### config.mk
export PLATFORM = sky130hd
export DESIGN_NAME = instruction_fetch
export DESIGN_NICKNAME = d
export VERILOG_FILES = /design/src/rtl/fetch_pkg.sv /design/src/rtl/instruction_fetch_pc_register.sv /design/src/rtl/instruction_fetch.sv
export SDC_FILE = /design/constraint.sdc
export NUM_CORES = 1
export LEC_CHECK = 0
export ABC_AREA = 0
export BUFFER_PORTS_ARGS = -buffer_cell sky130_fd_sc_hd__buf_4
export CORE_UTILIZATION = 50
export DETAILED_ROUTE_END_ITERATION = 8
export PLACE_DENSITY = 0.81
export REMOVE_ABC_BUFFERS = 1
export SLEW_MARGIN = 25
export SYNTH_ARGS = -nofsm -noshare
export SYNTH_HDL_FRONTEND = slang
export SYNTH_HIERARCHICAL = 1
export SYNTH_SLANG_ARGS = --single-unit
### constraint.sdc
create_clock -name CLK -period 2.7 [get_ports CLK]
set_input_delay 0.135 -clock CLK [delete_from_list [all_inputs] [get_ports CLK]]
set_output_delay 0.135 -clock CLK [all_outputs]
set_load 0.005 [all_outputs]
### src/rtl/fetch_pkg.sv
// Shared types and defaults for the fetch stage: state encoding and the
// default address width, reset PC and halt encoding.
package fetch_pkg;

    typedef enum logic [1:0] {
        IDLE = 2'd0,
        RUN  = 2'd1,
        HALT = 2'd2
    } fetch_state_t;

    localparam int          DEFAULT_AW        = 10;
    localparam int unsigned DEFAULT_RESET_PC  = 0;
    localparam logic [31:0] DEFAULT_HALT_WORD = 32'hFFFF_FFFF;

endpackage

### src/rtl/instruction_fetch_pc_register.sv
// Program counter flop: redirect load beats increment, increment wraps
// modulo 2^AW, otherwise hold.
module pc_register #(
    parameter int          AW       = 10,
    parameter int unsigned RESET_PC = 0
) (
    input  logic          clk,
    input  logic          rst_n,
    input  logic          load,
    input  logic [AW-1:0] target,
    input  logic          inc,
    output logic [AW-1:0] pc
);

    always_ff @(posedge clk or negedge rst_n) begin
        if (!rst_n) begin
            pc <= AW'(RESET_PC);
        end else if (load) begin
            pc <= target;
        end else if (inc) begin
            pc <= pc + AW'(1);
        end
    end

endmodule

### src/rtl/instruction_fetch.sv
// Fetch stage: owns the PC, addresses the instruction memory and registers the
// returned word into the IF/ID register, with stall, redirect and halt control.
module instruction_fetch
    import fetch_pkg::*;
#(
    parameter int          AW        = DEFAULT_AW,
    parameter int unsigned RESET_PC  = DEFAULT_RESET_PC,
    parameter logic [31:0] HALT_WORD = DEFAULT_HALT_WORD
) (
    input  logic          CLK,
    input  logic          RESET,
    input  logic          START,
    input  logic          STALL,
    input  logic          REDIRECT,
    input  logic [AW-1:0] TARGET,
    output logic [AW-1:0] IM_ADDR,
    input  logic [31:0]   IM_Q,
    output logic [31:0]   IF_INSTR,
    output logic [AW-1:0] IF_PC,
    output logic          IF_VALID,
    output logic          HALTED,
    output logic [31:0]   FETCH_COUNT
);

    fetch_state_t state;
    fetch_state_t state_next;
    logic         do_redirect;
    logic         do_issue;
    logic         do_halt;

    pc_register #(
        .AW       (AW),
        .RESET_PC (RESET_PC)
    ) u_pc (
        .clk    (CLK),
        .rst_n  (RESET),
        .load   (do_redirect),
        .target (TARGET),
        .inc    (do_issue),
        .pc     (IM_ADDR)
    );

    always_ff @(posedge CLK or negedge RESET) begin
        if (!RESET) begin
            state <= IDLE;
        end else begin
            state <= state_next;
        end
    end

    // Redirect outranks stall because the word at the current PC is wrong-path;
    // halt detection only happens when the fetched word would actually issue.
    always_comb begin
        state_next  = state;
        do_redirect = 1'b0;
        do_issue    = 1'b0;
        do_halt     = 1'b0;
        case (state)
            IDLE: begin
                if (START) begin
                    state_next = RUN;
                end
            end
            RUN: begin
                if (REDIRECT) begin
                    do_redirect = 1'b1;
                end else if (!STALL) begin
                    if (IM_Q == HALT_WORD) begin
                        do_halt    = 1'b1;
                        state_next = HALT;
                    end else begin
                        do_issue = 1'b1;
                    end
                end
            end
            HALT: begin
                state_next = HALT;
            end
            default: begin
                state_next = IDLE;
            end
        endcase
    end

    always_ff @(posedge CLK or negedge RESET) begin
        if (!RESET) begin
            IF_INSTR    <= 32'd0;
            IF_PC       <= '0;
            IF_VALID    <= 1'b0;
            HALTED      <= 1'b0;
            FETCH_COUNT <= 32'd0;
        end else begin
            if (do_redirect || do_halt) begin
                IF_VALID <= 1'b0;
            end else if (do_issue) begin
                IF_INSTR    <= IM_Q;
                IF_PC       <= IM_ADDR;
                IF_VALID    <= 1'b1;
                FETCH_COUNT <= FETCH_COUNT + 32'd1;
            end
            if (do_halt) begin
                HALTED <= 1'b1;
            end
        end
    end

endmodule
After elaboration in Yosys (flattened, before gate mapping)
Index checks and enable logic that the tools add are counted.

Register bits: 88. Output and inout port bits: 86. Logic and storage cells: 42.

$add $sub $neg: 2. Equal/unequal tests: 7. Muxes and demuxes: 19. Bitwise logic cells: 1. Reductions and logical operators: 6.

Operators with widths (number): $add A32 B1 Y32 const B (1); $eq A32 B32 Y1 const B (1); $mux W10 (2); $mux W1 (12); $add A10 B1 Y10 const B (1); $mux W2 (4); $ne A2 B2 Y1 const B (4); $pmux W2 S3 (1); $reduce_and A4 Y1 (1); $reduce_bool A2 Y1 (2); $eq A2 B1 Y1 const B (1); $eq A2 B2 Y1 const B (1); $logic_not A2 Y1 (1); $reduce_and A2 Y1 (1); $logic_or A1 B1 Y1 (1); $not A1 Y1 (1).

Longest topological paths before layout
Gate-level depths: netlist (run 1).

Depth after elaboration: 8. Gate-level depth with buffers: 10. Depth with buffers taken out: 8.

Hierarchy
The synthesis (run 1) kept the hierarchy.

By module, submodules not included: instruction_fetch (times used 1, cells each 342, area an instance 3370.7 sq um, seq. area each 1951.9 sq um); pc_register (times used 1, cells each 61, area an instance 566.8 sq um, seq. area each 250.2 sq um).

Worst setup path before layout (run 1)
OpenSTA, ideal clock, no wires.

Path type: register to register. From: reg state[1]. To: reg u_pc.pc[8]. Library setup time: 0.126 ns. Data arrival time: 2.294 ns. Required time: 2.574 ns. Path slack: 0.279 ns. Stages on the path, launching flop included: 11. Path buffers: 2. Clock period less this slack: 2.421 ns. Path through: dfrtp_1 inv_1 ha_1 nand2_1 a21o_2 inv_2 clkbuf_1 buf_2 nand2_1 o311a_1 a221o_1.

Word-level cells in the longest chain between the ends: 3. Elaborated cells between the ends (all ways): 5. Classes of those cells: eq/ne: 1; mux: 3; reduce/logical: 1.

RTL lines: start: declaration (RTL line instruction_fetch.sv:25) `fetch_state_t state;`; start signal: assignment (RTL line instruction_fetch.sv:47) `state <= state_next;`; $eq A2 B1 Y1 (RTL line instruction_fetch.sv:58) `case (state)`; $mux W1 (RTL line instruction_fetch.sv:58); via do_issue (RTL line instruction_fetch.sv:28) `logic do_issue;`; $reduce_bool A2 Y1 (no line); end signal: assignment (RTL line instruction_fetch_pc_register.sv:17) `pc <= AW'(RESET_PC);`; end signal: assignment (RTL line instruction_fetch_pc_register.sv:19) `pc <= target;`; end signal: assignment (RTL line instruction_fetch_pc_register.sv:21) `pc <= pc + AW'(1);`; end: declaration (RTL line instruction_fetch_pc_register.sv:12) `output logic [AW-1:0] pc`.

The timed path passes the listed nets, and every way through them passes these cells. A chain may end at the register's enable or synchronous reset.

Worst setup path after layout (run 1)
From: reg state[1]. To: reg FETCH_COUNT[25].

Word-level cells in the longest chain between the ends: 5. Elaborated cells between the ends (all ways): 7. Classes of those cells: eq/ne: 1; mux: 3; bitwise: 1; reduce/logical: 2.

RTL lines: $eq A2 B1 Y1 * (RTL line instruction_fetch.sv:58); $mux W1 (RTL line instruction_fetch.sv:58); $logic_or A1 B1 Y1 (RTL line instruction_fetch.sv:93) `if (do_redirect || do_halt) begin`; $not A1 Y1 (no line); $reduce_and A2 Y1 (no line) *; end signal: assignment (RTL line instruction_fetch.sv:99) `FETCH_COUNT <= FETCH_COUNT + 32'd1;`; end: declaration (RTL line instruction_fetch.sv:22) `output logic [31:0] FETCH_COUNT`.

Every way passes the cells marked *; elsewhere a longest branch is shown, timed or not.

==> results of run 1 <==
-- cells by family after synthesis --
kind of cell | after synthesis | synth area share, %
flip-flops | 88 | 55.9
AO/OA/AOI/OAI | 20 | 3.78
adder cells (fa/ha/maj) | 4 | 1.27
multiplexers | 2 | 0.540
XOR/XNOR | 35 | 7.79
buffers and inverters | 23 | 2.80
AND/OR/NAND/NOR | 231 | 27.9
-- Yosys cell counts (2+ instances only) --
| cell | n | area, um^2 |
|---|---|---|
| nand2_1 | 148 | 556 |
| dfrtp_1 | 88 | 2200 |
| xnor2_1 | 25 | 219 |
| nand4_1 | 24 | 150 |
| nand3_1 | 17 | 85.1 |
| xor2_1 | 10 | 87.6 |
| nor2_1 | 8 | 30.0 |
| clkbuf_1 | 7 | 26.3 |
| and3_1 | 6 | 37.5 |
| and4_1 | 6 | 52.6 |
| inv_1 | 6 | 22.5 |
| o21ai_0 | 6 | 30.0 |
| and2_1 | 5 | 31.3 |
| buf_4 | 5 | 37.5 |
| buf_2 | 4 | 20.0 |
| ha_1 | 4 | 50.1 |
| nor3_1 | 4 | 20.0 |
| nor2b_1 | 3 | 18.8 |
| o211ai_1 | 3 | 22.5 |
| or4_1 | 3 | 22.5 |
| a21oi_1 | 2 | 10.0 |
| a22oi_1 | 2 | 15.0 |
| nor4_2 | 2 | 25.0 |
-- critical path, delay by kind of cell (launching register included) --
family	cells	cell delay, ps
AOI/OAI and AO/OA	1	230
buffers and inverters	3	810
and+or+nand+nor	2	340
xor gates and xnor gates	1	170
DFF	1	380
adders and majority gates	1	250
-- power groups by stage --
stage / sequential, mW / clock, mW / combinational, mW
6_report: 2.03 / 0.937 / 1.36
4_1_cts: 2.02 / 0.957 / 1.36
5_1_grt: 2.08 / 1.01 / 1.50
3_5_place_dp: 2.03 / 0 / 1.30
3_3_place_gp: 2.03 / 0 / 1.25
2_1_floorplan: 2.02 / 0 / 0.484
-- cell type report --
cell class	count	area (um^2)	area share (%)
inverter	7	26.3	0.466
sequential	88	2200	39.0
timing repair buffer	179	1460	25.8
tap	99	124	2.20
clock inverter	4	52.6	0.932
clock buffer	12	155	2.75
multi-input combinational	292	1630	28.8
-- worst max-delay path by stage --
stage                                  endpoint            startpoint  slack, ps
finish              FETCH_COUNT[25]$_DFFE_PN0P_  state[1]$_DFFE_PN0P_        390
global placement    FETCH_COUNT[31]$_DFFE_PN0P_  state[1]$_DFFE_PN0P_        460
detailed placement  FETCH_COUNT[28]$_DFFE_PN0P_  state[1]$_DFFE_PN0P_        390
CTS                 FETCH_COUNT[25]$_DFFE_PN0P_  state[1]$_DFFE_PN0P_        360
global route        FETCH_COUNT[21]$_DFFE_PN0P_  state[1]$_DFFE_PN0P_        140
floorplan                u_pc/pc[8]$_DFFE_PN0P_  state[1]$_DFFE_PN0P_       -130
-- metal layers --
metal	GRT usage [%]	vias up	share of wire (%)
met1	32.8	1733	42
met3	6.65	28	7.2
li1	-	1696	-
met4	12.1	0	2.9
met2	42.1	151	48
met5	0	-	0
-- flip-flops by register name, summed over array words and instances (netlist names) --
name	flops
HALTED	1
FETCH_COUNT	32
IF_VALID	1
u_pc/pc	10
state	2
IF_INSTR	32
IF_PC	10
-- layout by cell type (no fill, tap or decap), drive strengths merged --
cell / instances
a211oi: 1
a21o: 1
a21oi: 2
a221o: 1
a22oi: 2
a311oi: 1
and2: 5
and3: 6
and4: 6
and4bb: 1
buf: 136
bufinv: 1
clkbuf: 12
clkinv: 3
dfrtp: 88
dlygate4sd3: 43
ha: 4
inv: 7
mux2: 1
mux2i: 1
nand2: 148
nand3: 17
nand4: 26
nor2: 8
nor2b: 3
nor3: 4
nor4: 2
o211ai: 3
o21ai: 6
o21bai: 1
o22ai: 1
o311a: 1
or4: 3
or4b: 2
xnor2: 25
xor2: 10
-- repair_timing --
action | 4_1_cts | 5_1_grt
hold buffers | 43 | 0
endpoints found under the hold margin | 130 | 0
buffers inserted | 0 | 0
-- per-stage QoR --
stage,hold slack (ps),setup TNS (ps),util (%),cell area [um^2]
global route,58.4,0,75.7,5640
detailed placement,253,0,67.2,5000
CTS,37.0,0,75.7,5640
global placement,334,0,67.1,5000
finish,46.7,0,75.7,5640
floorplan,-161,-177,-,3850
==> results.sh, run 1 <==
export IMPL_power_total_mw=4.33
export IMPL_final_setup_worst_slack_ps=391
export IMPL_internal_power_mw=2.94
export IMPL_hp_start="TARGET[9]"
export IMPL_drive_above_1_share_pct=27.7
export IMPL_ys_warn_count=6
export IMPL_numCtsBuffers=9
export IMPL_synthCells=403
export IMPL_cp_arrival_ps=2540
export IMPL_hold_viol_final=0
export IMPL_grt_pass1_wl_um=16900
export IMPL_dieHeight_um=90.7
export IMPL_p_leak_nw=2.86
export IMPL_max_cap_violations=0
export IMPL_overflow=0
export IMPL_grt_pass1_vias=3578
export IMPL_seqPwrFrac_pct=47.0
export IMPL_tightest_slew_ps=790
export IMPL_drt_wl_total_um=10300
export IMPL_crit_type="flip-flop to flip-flop"
export IMPL_clock_skew_ps=13.4
export IMPL_htreeDepth=3
export IMPL_r2r_end="FETCH_COUNT[25]$_DFFE_PN0P_"
export IMPL_max_stage_delay_ps=510
export IMPL_cts_resized=0
export IMPL_r2r_setup_slack_ps=390
export IMPL_startpoint_type="flip-flop"
export IMPL_cts_clk_slew_worst_paths_ps=90
export IMPL_rows=31
export IMPL_switching_share_pct=32.1
export IMPL_clk_latency_ps=360
export IMPL_finalNonFillerCells=681
export IMPL_synthArstFlopShare_pct=100
export IMPL_place_congestion=0.779
export IMPL_syn_area_um2=3940
export IMPL_start_util_pct=52.9
export IMPL_dp_cells=622
export IMPL_grt_max_degree=89
export IMPL_fill_cells=519
export IMPL_vias=3608
export IMPL_p_clk_share_pct=21.6
export IMPL_die_x_um=90.7
export IMPL_hp_class="input pin to flip-flop"
export IMPL_power_switching_mw=1.39
export IMPL_max_freq_mhz=433
export IMPL_cts_tree="yes"
export IMPL_final_period_utilization_pct=85.5
export IMPL_powerDensity_nw_per_um2=768
export IMPL_min_delay_path_depth=3
export IMPL_cts_sinks=88
export IMPL_diodes=0
export IMPL_required_ps=2930
export IMPL_clock_path_buffers=2
export IMPL_outcome="completed"
export IMPL_dp_hpwl_um=6500
export IMPL_cpMaxStageDelayCell="buf_4"
export IMPL_route_detailed_drc=0
export IMPL_rsz0062_at_grt="false"
export IMPL_power_frac_comb_pct=31.4
export IMPL_setup_viol=0
export IMPL_grt_use_total_pct=26.1
export IMPL_antenna_left=0
export IMPL_yosysSeqAreaShare_pct=55.9
export IMPL_synth_cell_types=38
export IMPL_vdd_drop_max_mv=0.585
export IMPL_wire_per_inst_um=15.2
export IMPL_min_period_ps=2310
export IMPL_min_to="u_pc/pc[9]$_DFFE_PN0P_"
export IMPL_io_pins=133
export IMPL_synth_edff_count=0
export IMPL_first_pass_iters=4
export IMPL_avgSynthCellArea_um2=9.77
export IMPL_end_kind="flip-flop"
export IMPL_first_iter_violations=132
export IMPL_synthFlopType="dfrtp_1"
export IMPL_port_buffer_count=132
export IMPL_r2r_start="state[1]$_DFFE_PN0P_"
export IMPL_ff2ff_path_depth=8
export IMPL_antenna_found_initial=0
export IMPL_finalNetCount=628
export IMPL_cts_root_buf="clkbuf_8"
export IMPL_viasPerCell=5.30
export IMPL_slew_headroom_pct=47.1
export IMPL_die_area_um2=8230
export IMPL_maxSlewViolCount=0
export IMPL_path_cells="inv_1 -> ha_1 -> nand2_1 -> a21o_2 -> inv_2 -> buf_4 -> nand4_1 -> xnor2_1"
export IMPL_ys_seq_elements=88
export IMPL_core_area_um2=7450
export IMPL_dp_slack_ps=387
export IMPL_syn_to_final_growth_pct=43.2
export IMPL_cp_max_fo=52
Power figures use the tool's default switching activity.
==> run 2: changes to the inputs <==
--- a/config.mk
+++ b/config.mk
@@ -14,5 +14,4 @@
 export SLEW_MARGIN = 25
 export SYNTH_ARGS = -nofsm -noshare
 export SYNTH_HDL_FRONTEND = slang
-export SYNTH_HIERARCHICAL = 1
 export SYNTH_SLANG_ARGS = --single-unit
==> run 2 against run 1 <==
Net effect: sequential power about the same; clock-buffer cell count is 1 lower; synthesized cell count unchanged; critical path depth did not move; die area down 0.22%; sequential share of layout area rose by 0.90 points; combinational power rose by 7%; largest power group unchanged.
==> results.sh, run 2 <==
export IMPL_syn_to_final_growth_pct=40.3
export IMPL_cp_arrival_ps=2500
export IMPL_p_leak_nw=2.76
export IMPL_ys_warn_count=0
export IMPL_fin_util_pct=74.4
export IMPL_slew_headroom_pct=46.9
export IMPL_route_detailed_drc=0
export IMPL_outcome="completed"
export IMPL_synth_most_common_cell="nand2_1"
export IMPL_io_pins=133
export IMPL_yosysTopAreaCellShare_pct=56.1
export IMPL_hold_viol_final=0
export IMPL_power_total_mw=4.42
export IMPL_hp_class="input pin to flip-flop"
export IMPL_yosysSeqAreaShare_pct=56.1
export IMPL_avgSynthCellArea_um2=9.75
export IMPL_drive_above_1_share_pct=27.9
export IMPL_rsz0062_at_grt="false"
export IMPL_diodes=0
export IMPL_cts_tree="yes"
export IMPL_grt_pass1_vias=3484
export IMPL_start_util_pct=53.0
export IMPL_overflow=0
export IMPL_max_stage_delay_ps=620
export IMPL_worstSetupEndpoint="FETCH_COUNT[5]$_DFFE_PN0P_"
export IMPL_finalNetCount=616
export IMPL_cts_resized=0
export IMPL_setup_viol=0
export IMPL_vias=3519
export IMPL_core_area_um2=7410
export IMPL_clock_path_buffers=2
export IMPL_final_period_utilization_pct=84.3
export IMPL_grt_use_total_pct=25.8
export IMPL_tightest_slew_ps=795
export IMPL_rows=31
export IMPL_startpoint_type="input pin"
export IMPL_antenna_left=0
export IMPL_synth_edff_count=0
export IMPL_top_regs="FETCH_COUNT (32), IF_INSTR (32)"
export IMPL_wire_per_inst_um=15.4
export IMPL_die_area_um2=8220
export IMPL_cts_sinks=88
export IMPL_synth_top_area_cell="dfrtp_1"
export IMPL_holdWs_ps=8.74
export IMPL_placed_cell_area_um2=5000
export IMPL_hp_start="IM_Q[8]"
export IMPL_r2r_setup_slack_ps=450
export IMPL_htreeDepth=3
export IMPL_place_congestion=0.818
export IMPL_final_cell_mix="nand2_1, buf_4, dfrtp_1, dlygate4sd3_1, xnor2_1"
export IMPL_maxSlewViolCount=0
export IMPL_clock_skew_ps=6.24
export IMPL_ys_seq_elements=88
export IMPL_grt_max_degree=89
export IMPL_first_iter_violations=202
export IMPL_required_ps=2930
export IMPL_synth_cell_types=40
export IMPL_viasPerCell=5.27
export IMPL_drt_wl_total_um=10300
export IMPL_critPathLaunch="IM_Q[29]"
export IMPL_final_common_cell="nand2_1"
export IMPL_clk_latency_ps=340
export IMPL_path_cells="dlygate4sd3_1 -> buf_4 -> nand4_1 -> nor4_2 -> a21o_2 -> buf_4 -> nor2_1 -> xor2_1"
export IMPL_ff2ff_path_depth=6
export IMPL_end_kind="flip-flop"
export IMPL_cpMaxStageDelayCell="a21o_2"
export IMPL_final_area_um2=5510
export IMPL_first_pass_iters=5
export IMPL_r2r_start="state[1]$_DFFE_PN0P_"
export IMPL_ys_top_cells_by_count="nand2_1, dfrtp_1, xnor2_1, nand4_1, nand3_1"
export IMPL_dieHeight_um=90.6
export IMPL_grt_pass1_wl_um=16900
export IMPL_powerDensity_nw_per_um2=802
export IMPL_synthFlopType="dfrtp_1"
export IMPL_cp_max_fo=39
export IMPL_vdd_drop_max_mv=0.345
export IMPL_crit_top_cell="buf_4"
export IMPL_cts_root_buf="clkbuf_8"
export IMPL_setup_tns_ps=0
export IMPL_syn_area_um2=3930
export IMPL_min_period_ps=2280
export IMPL_crit_type="input pin to flip-flop"
export IMPL_synthCells=403
export IMPL_synthArstFlopShare_pct=100
export IMPL_r2r_end="u_pc.pc[9]$_DFFE_PN0P_"
export IMPL_numCtsBuffers=9
export IMPL_antenna_found_initial=0
export IMPL_max_freq_mhz=439
export IMPL_cts_clk_slew_worst_paths_ps=80
export IMPL_port_buffer_count=132
export IMPL_dp_hpwl_um=6860
export IMPL_max_cap_violations=0
export IMPL_synthTopCellsByArea="dfrtp_1, nand2_1, xnor2_1, nand4_1, nand3_1"
export IMPL_die_x_um=90.6
[run 2: cell count changes after synthesis, sizes merged, moves of 4 or more]
cell,change
xor2,-8
and4,-5
nand2,-5
nand3,+6
xnor2,+4
o21ai,-6
and2,+4
[run 2: worst min-delay path by stage]
stage | slack (ps) | cells past startpoint | end
after detailed placement | 250 | 1 | u_pc.pc[5]$_DFFE_PN0P_
after global routing | 20 | 3 | IF_INSTR[26]$_DFFE_PN0P_
final | 9 | 3 | IF_INSTR[8]$_DFFE_PN0P_
after CTS | 0.4 | 3 | IF_INSTR[26]$_DFFE_PN0P_
after floorplan | -160 | 0 | FETCH_COUNT[0]$_DFFE_PN0P_
after global placement | 340 | 3 | IF_INSTR[0]$_DFFE_PN0P_
[run 2: cells by family after synthesis]
kind of cell | count (synthesis) | synth area share (%)
XOR/XNOR | 31 | 6.91
flip-flops | 88 | 56.1
AO/OA/AOI/OAI | 25 | 5.32
multiplexers | 1 | 0.287
adder cells (fa/ha/maj) | 4 | 1.27
AND/OR/NAND/NOR | 231 | 27.1
buffers and inverters | 23 | 3.03
[run 2: through the flow]
| step | cells | worst slack [ps] |
|---|---|---|
| after CTS | 667 | 414 |
| final | 668 | 424 |
| after global placement | 622 | 507 |
| after detailed placement | 622 | 457 |
| after floorplan | 385 | 90.3 |
| after global routing | 668 | 226 |
[run 2: routing by layer]
metal	GRT usage (%)	share of wire [%]
met3	6.57	6.5
met2	42.5	49
met5	0	0
met4	8.06	1.9
met1	33.5	42
[run 2: critical path: cells and delay by family]
kind | cells | cell delay [ps]
simple gates | 3 | 540
compound gates | 1 | 620
xor+xnor | 1 | 140
buf+inv | 3 | 1060
[run 2: timing repair]
item	CTS	global route
buffers inserted	0	0
hold buffers	30	1
hold endpoints to repair	117	1
[run 2: final cells by class]
| type | count | area, um^2 |
|---|---|---|
| inverter | 5 | 18.8 |
| multi-input combinational | 292 | 1620 |
| timing repair buffer | 169 | 1350 |
| clock buffer | 11 | 131 |
| sequential | 88 | 2200 |
| clock inverter | 4 | 70.1 |
| tap | 99 | 124 |
| fill | 545 | 1900 |
[run 2: power breakdown]
group	total (mW)	internal, mW	switching [mW]	leakage [nW]
combinational	1.46	0.782	0.681	1.52
clock	0.942	0.514	0.428	0.103
sequential	2.02	1.71	0.306	1.14
